===== config.mk =====
export PLATFORM = sky130hd
export DESIGN_NAME = seq_alu_gen2_flat
export DESIGN_NICKNAME = d
export VERILOG_FILES = /design/src/rtl/alu_gen2_pkg.sv /design/src/rtl/seq_alu_gen2_if.sv /design/src/rtl/alu_mul_seq.sv /design/src/rtl/seq_alu_gen2.sv /design/src/flat_wrapper.sv
export SDC_FILE = /design/constraint.sdc
export NUM_CORES = 1
export LEC_CHECK = 0
export ABC_AREA = 1
export BUFFER_PORTS_ARGS = -buffer_cell sky130_fd_sc_hd__buf_2
export CAP_MARGIN = 15
export CORE_MARGIN = 2
export CORE_UTILIZATION = 40
export CTS_BUF_LIST = sky130_fd_sc_hd__clkbuf_2 sky130_fd_sc_hd__clkbuf_4 sky130_fd_sc_hd__clkbuf_8
export DETAILED_ROUTE_END_ITERATION = 8
export PLACE_DENSITY_LB_ADDON = 0.25
export SYNTH_ARGS = -nofsm -noshare
export SYNTH_HDL_FRONTEND = slang
export SYNTH_SLANG_ARGS = --single-unit

===== constraint.sdc =====
create_clock -name clk -period 2.6 [get_ports clk]
set_input_delay 0.26 -clock clk [delete_from_list [all_inputs] [get_ports clk]]
set_output_delay 0.26 -clock clk [all_outputs]
set_load 0.02 [all_outputs]

===== src/rtl/alu_gen2_pkg.sv =====
// Shared opcode codes and frame FSM encoding for the gen2 sequential ALU.
package alu_gen2_pkg;

  localparam int unsigned OP_NOP  = 0;
  localparam int unsigned OP_ADD  = 1;
  localparam int unsigned OP_SUB  = 2;
  localparam int unsigned OP_AND  = 3;
  localparam int unsigned OP_OR   = 4;
  localparam int unsigned OP_XOR  = 5;
  localparam int unsigned OP_MUL  = 6;
  localparam int unsigned OP_NOTA = 7;

  typedef enum logic [1:0] {
    ST_IDLE = 2'd0,
    ST_LOAD = 2'd1,
    ST_EXEC = 2'd2,
    ST_MUL  = 2'd3
  } state_e;

endpackage


===== src/rtl/seq_alu_gen2_if.sv =====
// Command/result bus of the gen2 sequential ALU.
interface seq_alu_gen2_if #(
  parameter int unsigned WIDTH = 8
);
  logic             opcode_valid;
  logic             opcode;
  logic [WIDTH-1:0] data;
  logic [WIDTH-1:0] result;
  logic             done;
  logic             overflow;
  logic             error;
  logic             busy;

  modport master (
    output opcode_valid, opcode, data,
    input  result, done, overflow, error, busy
  );

  modport slave (
    input  opcode_valid, opcode, data,
    output result, done, overflow, error, busy
  );
endinterface


===== src/rtl/alu_mul_seq.sv =====
// Iterative shift-add multiplier: one partial product per cycle for WIDTH cycles.
// done_c_o/product_c_o flag the final iteration combinationally so the caller can
// register the full product on the same edge that retires the last step.
module alu_mul_seq #(
  parameter int unsigned WIDTH = 8
) (
  input  logic               clk,
  input  logic               reset_n,
  input  logic               start_i,
  input  logic [WIDTH-1:0]   a_i,
  input  logic [WIDTH-1:0]   b_i,
  output logic               done_c_o,
  output logic [2*WIDTH-1:0] product_c_o
);

  localparam int unsigned CNT_W = (WIDTH > 2) ? $clog2(WIDTH) : 1;

  logic               run_q, run_d;
  logic [CNT_W-1:0]   cnt_q, cnt_d;
  logic [2*WIDTH-1:0] mcand_q, mcand_d;
  logic [WIDTH-1:0]   mplier_q, mplier_d;
  logic [2*WIDTH-1:0] acc_q, acc_d;
  logic [2*WIDTH-1:0] acc_next_c;

  // Accumulate the current partial product and step the shifters.
  always_comb begin
    run_d       = run_q;
    cnt_d       = cnt_q;
    mcand_d     = mcand_q;
    mplier_d    = mplier_q;
    acc_d       = acc_q;
    acc_next_c  = acc_q + (mplier_q[0] ? mcand_q : '0);
    done_c_o    = run_q && (cnt_q == CNT_W'(WIDTH - 1));
    product_c_o = acc_next_c;
    if (start_i) begin
      run_d    = 1'b1;
      cnt_d    = '0;
      mcand_d  = (2*WIDTH)'(a_i);
      mplier_d = b_i;
      acc_d    = '0;
    end else if (run_q) begin
      acc_d    = acc_next_c;
      mcand_d  = mcand_q << 1;
      mplier_d = mplier_q >> 1;
      cnt_d    = cnt_q + CNT_W'(1);
      if (done_c_o) begin
        run_d = 1'b0;
      end
    end
  end

  // Multiplier state registers.
  always_ff @(posedge clk or negedge reset_n) begin
    if (!reset_n) begin
      run_q    <= 1'b0;
      cnt_q    <= '0;
      mcand_q  <= '0;
      mplier_q <= '0;
      acc_q    <= '0;
    end else begin
      run_q    <= run_d;
      cnt_q    <= cnt_d;
      mcand_q  <= mcand_d;
      mplier_q <= mplier_d;
      acc_q    <= acc_d;
    end
  end

endmodule


===== src/rtl/seq_alu_gen2.sv =====
// Multi-cycle unsigned ALU: serial opcode framing, single-cycle datapath for simple
// ops, iterative multiply, registered result/overflow/error/busy with a done pulse.
module seq_alu_gen2
  import alu_gen2_pkg::*;
#(
  parameter int unsigned WIDTH = 8,
  parameter int unsigned OPW   = 3
) (
  input  logic                 clk,
  input  logic                 reset_n,
  seq_alu_gen2_if.slave        alu_if
);

  localparam int unsigned CNT_W = $clog2(OPW + 1);

  state_e             state_q, state_d;
  logic [CNT_W-1:0]   cnt_q, cnt_d;
  logic [OPW-1:0]     op_q, op_d;
  logic [WIDTH-1:0]   a_q, a_d, b_q, b_d;
  logic [WIDTH-1:0]   result_q, result_d;
  logic               ovf_q, ovf_d, err_q, err_d, done_q, done_d, busy_q, busy_d;

  logic               illegal_c;
  logic [WIDTH:0]     sum_c;
  logic [WIDTH-1:0]   alu_res_c;
  logic               alu_ovf_c;
  logic               mul_start_c;
  logic               mul_done_c;
  logic [2*WIDTH-1:0] mul_prod_c;

  alu_mul_seq #(.WIDTH(WIDTH)) u_mul (
    .clk         (clk),
    .reset_n     (reset_n),
    .start_i     (mul_start_c),
    .a_i         (a_q),
    .b_i         (b_q),
    .done_c_o    (mul_done_c),
    .product_c_o (mul_prod_c)
  );

  // Single-cycle datapath for every opcode except MUL.
  always_comb begin
    illegal_c = (op_q > OPW'(OP_NOTA));
    sum_c     = {1'b0, a_q} + {1'b0, b_q};
    alu_res_c = '0;
    alu_ovf_c = 1'b0;
    case (op_q[2:0])
      3'(OP_ADD):  begin alu_res_c = sum_c[WIDTH-1:0]; alu_ovf_c = sum_c[WIDTH]; end
      3'(OP_SUB):  begin alu_res_c = a_q - b_q;        alu_ovf_c = (a_q < b_q);  end
      3'(OP_AND):  alu_res_c = a_q & b_q;
      3'(OP_OR):   alu_res_c = a_q | b_q;
      3'(OP_XOR):  alu_res_c = a_q ^ b_q;
      3'(OP_NOTA): alu_res_c = ~a_q;
      default:     alu_res_c = '0;
    endcase
    if (illegal_c) begin
      alu_res_c = '0;
      alu_ovf_c = 1'b0;
    end
  end

  // Frame FSM: next state, operand/opcode capture and output updates.
  always_comb begin
    state_d     = state_q;
    cnt_d       = cnt_q;
    op_d        = op_q;
    a_d         = a_q;
    b_d         = b_q;
    result_d    = result_q;
    ovf_d       = ovf_q;
    err_d       = err_q;
    done_d      = 1'b0;
    mul_start_c = 1'b0;
    case (state_q)
      ST_IDLE: begin
        if (alu_if.opcode_valid) begin
          state_d = ST_LOAD;
          op_d    = OPW'(alu_if.opcode);
          a_d     = alu_if.data;
          cnt_d   = CNT_W'(1);
        end
      end
      ST_LOAD: begin
        if (!alu_if.opcode_valid) begin
          state_d = ST_IDLE;
        end else begin
          op_d  = {op_q[OPW-2:0], alu_if.opcode};
          cnt_d = cnt_q + CNT_W'(1);
          if (cnt_q == CNT_W'(1)) begin
            b_d = alu_if.data;
          end
          if (cnt_q == CNT_W'(OPW - 1)) begin
            state_d = ST_EXEC;
          end
        end
      end
      ST_EXEC: begin
        if (!illegal_c && (op_q[2:0] == 3'(OP_MUL))) begin
          state_d     = ST_MUL;
          mul_start_c = 1'b1;
        end else begin
          state_d  = ST_IDLE;
          done_d   = 1'b1;
          result_d = alu_res_c;
          ovf_d    = alu_ovf_c;
          err_d    = illegal_c;
        end
      end
      ST_MUL: begin
        if (mul_done_c) begin
          state_d  = ST_IDLE;
          done_d   = 1'b1;
          result_d = mul_prod_c[WIDTH-1:0];
          ovf_d    = |mul_prod_c[2*WIDTH-1:WIDTH];
          err_d    = 1'b0;
        end
      end
      default: state_d = ST_IDLE;
    endcase
    busy_d = (state_d != ST_IDLE);
  end

  // State, operand and output registers.
  always_ff @(posedge clk or negedge reset_n) begin
    if (!reset_n) begin
      state_q  <= ST_IDLE;
      cnt_q    <= '0;
      op_q     <= '0;
      a_q      <= '0;
      b_q      <= '0;
      result_q <= '0;
      ovf_q    <= 1'b0;
      err_q    <= 1'b0;
      done_q   <= 1'b0;
      busy_q   <= 1'b0;
    end else begin
      state_q  <= state_d;
      cnt_q    <= cnt_d;
      op_q     <= op_d;
      a_q      <= a_d;
      b_q      <= b_d;
      result_q <= result_d;
      ovf_q    <= ovf_d;
      err_q    <= err_d;
      done_q   <= done_d;
      busy_q   <= busy_d;
    end
  end

  assign alu_if.result   = result_q;
  assign alu_if.overflow = ovf_q;
  assign alu_if.error    = err_q;
  assign alu_if.done     = done_q;
  assign alu_if.busy     = busy_q;

endmodule


===== src/flat_wrapper.sv =====
// flat-port wrapper written by rule: the top's interface ports become plain ports
module seq_alu_gen2_flat import alu_gen2_pkg::*;
#(
  parameter int unsigned WIDTH = 8,
  parameter int unsigned OPW   = 3
)
  (clk, reset_n, alu_if_opcode_valid, alu_if_opcode, alu_if_data, alu_if_result, alu_if_done, alu_if_overflow, alu_if_error, alu_if_busy);
  seq_alu_gen2_if #(.WIDTH(WIDTH)) alu_if_i ();
  input  logic clk;
  input  logic reset_n;
  input wire logic [$bits(alu_if_i.opcode_valid)-1:0] alu_if_opcode_valid;
  input wire logic [$bits(alu_if_i.opcode)-1:0] alu_if_opcode;
  input wire logic [$bits(alu_if_i.data)-1:0] alu_if_data;
  output wire logic [$bits(alu_if_i.result)-1:0] alu_if_result;
  output wire logic [$bits(alu_if_i.done)-1:0] alu_if_done;
  output wire logic [$bits(alu_if_i.overflow)-1:0] alu_if_overflow;
  output wire logic [$bits(alu_if_i.error)-1:0] alu_if_error;
  output wire logic [$bits(alu_if_i.busy)-1:0] alu_if_busy;
  assign alu_if_i.opcode_valid = alu_if_opcode_valid;
  assign alu_if_i.opcode = alu_if_opcode;
  assign alu_if_i.data = alu_if_data;
  assign alu_if_result = alu_if_i.result;
  assign alu_if_done = alu_if_i.done;
  assign alu_if_overflow = alu_if_i.overflow;
  assign alu_if_error = alu_if_i.error;
  assign alu_if_busy = alu_if_i.busy;
  seq_alu_gen2 #(.WIDTH(WIDTH), .OPW(OPW)) u_core (.clk(clk), .reset_n(reset_n), .alu_if(alu_if_i));
endmodule

==> results.toml, run 1 <==
[status]
status = "finished, final reports clean"

[worst_setup_path]
crit_path_cell_trace = "buf_4, nand2_1, inv_1, ha_1, nand2_1, nor3_1, and2_1, nand2_1, nand3_1, nand3_1, nor2_1, nand2_1, nand2_1, nand2_1"
slowest_stage = "dfrtp_1"
crit_type = "register to register"
crit_path_start = "u_core.u_mul.mplier_q[0]$_DFFE_PN0P_"
cp_max_fo = 9
worst_setup_path_start_kind = "register"
critPathCaptureType = "register"
r2r_start = "u_core.u_mul.mplier_q[0]$_DFFE_PN0P_"
critPathRequiredTime_ps = 2870
slowest_delay_ps = 470
arrival_ps = 2650
cpMostUsedCell = "nand2_1"

[sta]
setup_viol = 0
worstMarginPinSlew_ps = 1093
clock.fmax_mhz = 419.4
period_needed_ps = 2384
relSlewSlack_pct = 27.04
rsz0062_at_grt = "no"
finalCritPeriodShare_pct = 91.70
hold_viol = 0
slew_viol_final = 0
finClkSkew_ps = 11.12
tns_ps = 0

[clocking]
numCtsBuffers = 9
cts_max_path_buffers = 2
cts-htree-levels = 3
cts.sink_count = 79
path_clk_slew_ps = 90
cts_tree = "yes"
cts_root_buf = "clkbuf_8"
insertion_delay_ps = 370

[place]
io_buffers = 23
dpl-instance-area_um2 = 5605
dp.cells = 896
hpwl_um = 10370
place_congestion = 0.9094

[detailed_routing]
routed-via-count = 4760
ant_nets = 0
totalWireLength_um = 13520
firstDrtPassIters = 6
drt-initial-drc-count = 316
drc_errors = 0
wl_per_cell_um = 14.81
via_per_inst = 5.214

[floorplanning]
die_width_um = 118.8
die_y_um = 118.8
start_util_pct = 41.45
core_area_um2 = 12720
ioPinCount = 24
die_area_um2 = 14120
std_cell_rows = 41

[logic_synthesis]
synth_top_cell_by_area = "dfrtp_1"
synth_area_leaders = "dfrtp_1, nand2_1, ha_1"
synthArstFlopShare_pct = 100.0
yosysSeqAreaShare_pct = 37.49
ys_ff_latch = 79
ys_types = 35
synth_warnings = 0
syn_area_um2 = 5274
synth_edf_count = 0
synth.most_common_cell = "nand2_1"
ys_dominant_reg_cell = "dfrtp_1"
syn_avg_cell_area_um2 = 7.449
yosys-top-cells-count = "nand2_1, inv_1, dfrtp_1"
synth_nets = 768
synthCells = 708
synth_top_area_share_pct = 37.49

[min_path]
min_from = "alu_if_opcode"
worstHoldPathType = "input port to register"

[cells_and_area]
area_delta_synth_final_pct = 10.77
utilization_pct = 45.92
fin_nets = 796
final_area_um2 = 5842
final_cells = 913
antennaDiodeCount = 0
drive_above_1_share_pct = 8.637

[global_routing]
antenna_found_initial = 0
grt_remaining_overflow = 0
grt_pass1_vias = 4632
grt_first_pass_wirelength_um = 22570
grt_max_degree = 42
grtUsageTotal_pct = 19.94

[power]
power.leakage_nw = 3.159
totalPowerFinal_w = 0.002300
powerDensity_nw_per_um2 = 393.8
peakVddDrop_v = 0.0002758

[run]
max_cap_viol_count = 0
## area by class of cell
class                      count  area, um2
timing repair buffer          33      195.2
sequential                    79       1977
clock buffer                  11      145.1
inverter                     125      469.2
tap                          172      215.2
fill                        1335       6880
clock inverter                 5      81.33
multi-input combinational    488       2759
## layer usage
metal,global-route usage (%),vias to the layer above,share of wire [%]
li1,-,2370,-
met1,26.38,2230,46
met2,32.44,140,47
met3,4.981,20,5.7
met4,5.580,0,1.8
met5,0,-,0
## cell families after synthesis
group	share of synthesized area, %
AO/OA/AOI/OAI	15.14
XOR/XNOR	1.163
adder cells (fa/ha/maj)	11.81
buffers and inverters	10.25
flip-flops	37.49
AND/OR/NAND/NOR	24.15
## sequential cells by signal (all words and copies together) (netlist names)
name	count
u_core.a_q	8
u_core.alu_if.busy	1
u_core.alu_if.done	1
u_core.alu_if.error	1
u_core.alu_if.overflow	1
u_core.alu_if.result	8
u_core.b_q	8
u_core.cnt_q	2
u_core.op_q	3
u_core.state_q	2
u_core.u_mul.acc_q	16
u_core.u_mul.cnt_q	3
u_core.u_mul.mcand_q	16
u_core.u_mul.mplier_q	8
u_core.u_mul.run_q	1
## final timing paths
path | endpoint | slack [ps] | depth (start not counted)
setup / recovery | u_core.alu_if.overflow$_DFFE_PN0P_ | 220 | 14
hold / removal | u_core.op_q[0]$_DFFE_PN0P_ | 140 | 3
setup reg to reg | u_core.alu_if.overflow$_DFFE_PN0P_ | 220 | 14
hold reg to reg | u_core.u_mul.mcand_q[15]$_DFFE_PN0P_ | 500 | 2
max in group asynchronous | u_core.u_mul.mplier_q[2]$_DFFE_PN0P_ | 1490 | 3
min in group asynchronous | u_core.b_q[3]$_DFFE_PN0P_ | 410 | 2
## metrics by stage
| stage | hold WS (ps) | worst slack (ps) |
|---|---|---|
| global placement | 271.6 | 278.8 |
| finish | 139.8 | 215.7 |
| global route | 147.3 | 10.07 |
| detailed placement | 277.9 | 221.9 |
| CTS | 115.0 | 212.2 |
| floorplan | -35.59 | 245.3 |
## worst max-delay path, delay by kind of cell, from the launching register on
kind | cells | cell delay, ps
AND/OR/NAND/NOR | 11 | 1160
adder cells (fa/ha/maj) | 1 | 410
buffers and inverters | 2 | 250
flip-flops | 1 | 470
## cells in the final DEF (no fill, tap or decap), drive strengths merged, types with 3 or more instances in the layout
cell type / instances
a21oi: 29
a22o: 13
buf: 32
clkbuf: 11
dfrtp: 79
fa: 3
ha: 45
inv: 125
nand2: 196
nand3: 54
nand4: 9
nor2: 36
nor3: 4
o211ai: 7
o21ai: 36
o221ai: 5
o22ai: 25
o31ai: 5
or2: 3
xor2: 7
## report_power, final
group | total [W] | leakage [nW] | internal (W) | switching [W]
registers | 0.00123 | 1.06 | 0.00123 | 0
logic | 0.0000387 | 1.98 | 0.00000998 | 0.0000287
clock network | 0.00103 | 0.113 | 0.000577 | 0.000457
total | 0.00230 | 3.16 | 0.00181 | 0.000486
## repair_timing
item,4_1_cts,5_1_grt
hold buffers,1,0
buffers inserted,0,0
hold endpoints to repair,39,0
gates resized for setup,0,0
No activity file was read; power rests on OpenSTA's default activity.
==> inputs of run 2 (changes only) <==
--- a/config.mk
+++ b/config.mk
@@ -8,7 +8,7 @@
 export ABC_AREA = 1
 export BUFFER_PORTS_ARGS = -buffer_cell sky130_fd_sc_hd__buf_2
 export CAP_MARGIN = 15
-export CORE_MARGIN = 2
+export CORE_MARGIN = 4
 export CORE_UTILIZATION = 40
 export CTS_BUF_LIST = sky130_fd_sc_hd__clkbuf_2 sky130_fd_sc_hd__clkbuf_4 sky130_fd_sc_hd__clkbuf_8
 export DETAILED_ROUTE_END_ITERATION = 8
==> constraint.sdc (replaced) <==
create_clock -name clk -period 3 [get_ports clk]
set_input_delay 0.3 -clock clk [delete_from_list [all_inputs] [get_ports clk]]
set_output_delay 0.3 -clock clk [all_outputs]
set_load 0.02 [all_outputs]
==> results.toml, run 2 (same netlist as run 1, synthesis figures left out) <==
[global_routing]
grt_first_pass_wirelength_um = 23330
grt_remaining_overflow = 0
grtUsageTotal_pct = 19.61
grt_pass1_vias = 4703
antenna_found_initial = 0
grt_max_degree = 80

[place]
dp.cells = 889
hpwl_um = 10420
io_buffers = 23
dpl-instance-area_um2 = 5553
place_congestion = 0.9059

[floorplanning]
start_util_pct = 41.29
core_area_um2 = 12770
die_y_um = 122.8
die_area_um2 = 15090
ioPinCount = 24
std_cell_rows = 41
die_width_um = 122.8

[cells_and_area]
regArea_um2 = 1977
mostFrequentLayoutCell = "nand2_1"
largest_registers = "u_core.u_mul.acc_q x16, u_core.u_mul.mcand_q x16"
fin_nets = 788
drive_above_1_share_pct = 7.776
utilization_pct = 45.22
area_delta_synth_final_pct = 9.537
antennaDiodeCount = 0
multi_input_area_um2 = 2759
final_area_um2 = 5777
fillers = 1331
layout_common_cells = "nand2_1, inv_1, dfrtp_1"
final_cells = 905

[sta]
worstMarginPinSlew_ps = 1124
hold_viol = 0
tns_ps = 0
period_needed_ps = 2526
relSlewSlack_pct = 25.00
clock.fmax_mhz = 395.8
setup_viol = 0
finalCritPeriodShare_pct = 84.21
rsz0062_at_grt = "no"
slew_viol_final = 0
finClkSkew_ps = 10.15

[min_path]
worstHoldPathType = "input port to async pin"

[worst_setup_path]
arrival_ps = 2790
r2r_start = "u_core.u_mul.mplier_q[0]$_DFFE_PN0P_"
critPathRequiredTime_ps = 3260
worst_setup_path_start_kind = "register"
crit_path_start = "u_core.u_mul.mplier_q[0]$_DFFE_PN0P_"
crit_type = "register to register"
critPathCaptureType = "register"
cp_max_fo = 17

[clocking]
insertion_delay_ps = 370
cts_setup_buffers = 0
path_clk_slew_ps = 90
postCtsHoldBufs = 0
cts_resized = 0
cts_root_buf = "clkbuf_8"
numCtsBuffers = 9
cts_max_path_buffers = 2
cts_tree = "yes"
cts.sink_count = 79
cts-htree-levels = 3

[detailed_routing]
drt-initial-drc-count = 433
routed-via-count = 4694
totalWireLength_um = 13830
firstDrtPassIters = 6
drc_errors = 0
wl_per_cell_um = 15.28
via_per_inst = 5.187
ant_nets = 0

[power]
peakVddDrop_v = 0.0002431
totalPowerFinal_w = 0.002007
power.leakage_nw = 3.113
powerDensity_nw_per_um2 = 347.5

[status]
status = "finished, final reports clean"

[run]
max_cap_viol_count = 0
## run 2: cell count changes in the layout (fill, tap and decap cells not counted)
cell,change
clkinv_2,-1
clkinvlp_4,+1
dlygate4sd3_1,-1
clkbuf_8,-1
buf_4,-7
inv_6,+1
## run 2: area by class of cell
cell class	count	area share (%)
Tap cell	172	3.725
Clock inverter	6	1.603
Clock buffer	10	2.274
Timing Repair Buffer	25	2.296
Inverter	125	8.122
Sequential cell	79	34.22
Multi-Input combinational cell	488	47.76
## run 2: stage by stage
step	hold WS (ps)	setup slack [ps]
final	101.7	473.8
after global routing	170.4	225.2
after CTS	141.3	485.6
after detailed placement	483.1	509.0
after global placement	473.5	597.1
after floorplan	4.409	645.3
## run 2: worst max-delay path, cell delays in order (launching register included)
cell     delay [ps]
dfrtp_1         580
nand2_1         130
inv_1            50
ha_1            220
fa_1            430
nand3_1         120
nand3_1         130
nand2_1         110
nand2_1          80
nand2_1          90
nand3_1          70
nor2_1          120
nand2_1          60
nor2_1           80
nand2_1          60
nand2_1          50
nand2_1          40
## run 2: worst paths after layout
path	slack, ps	depth (start not counted)	to
max	470	16	u_core.alu_if.overflow$_DFFE_PN0P_
min reg2reg	500	2	u_core.alu_if.error$_DFFE_PN0P_
max reg2reg	470	16	u_core.alu_if.overflow$_DFFE_PN0P_
min	100	1	u_core.b_q[0]$_DFFE_PN0P_
min in group clk	160	3	u_core.op_q[0]$_DFFE_PN0P_
max in group asynchronous	2270	1	u_core.u_mul.mplier_q[7]$_DFFE_PN0P_
## run 2: report_power, final
group	internal, W	switching [W]	total [W]
Combinational	0.00000602	0.0000240	0.0000300
Sequential	0.00106	0	0.00106
Clock	0.000482	0.000431	0.000913
Total	0.00155	0.000455	0.00201
## run 2: per-layer routing
layer,part of all wire [%],GRT usage [%],vias up
met2,44,31.06,113
li1,-,-,2348
met3,4.9,4.055,26
met5,0,0,-
met1,48,26.62,2207
met4,2.3,6.928,0
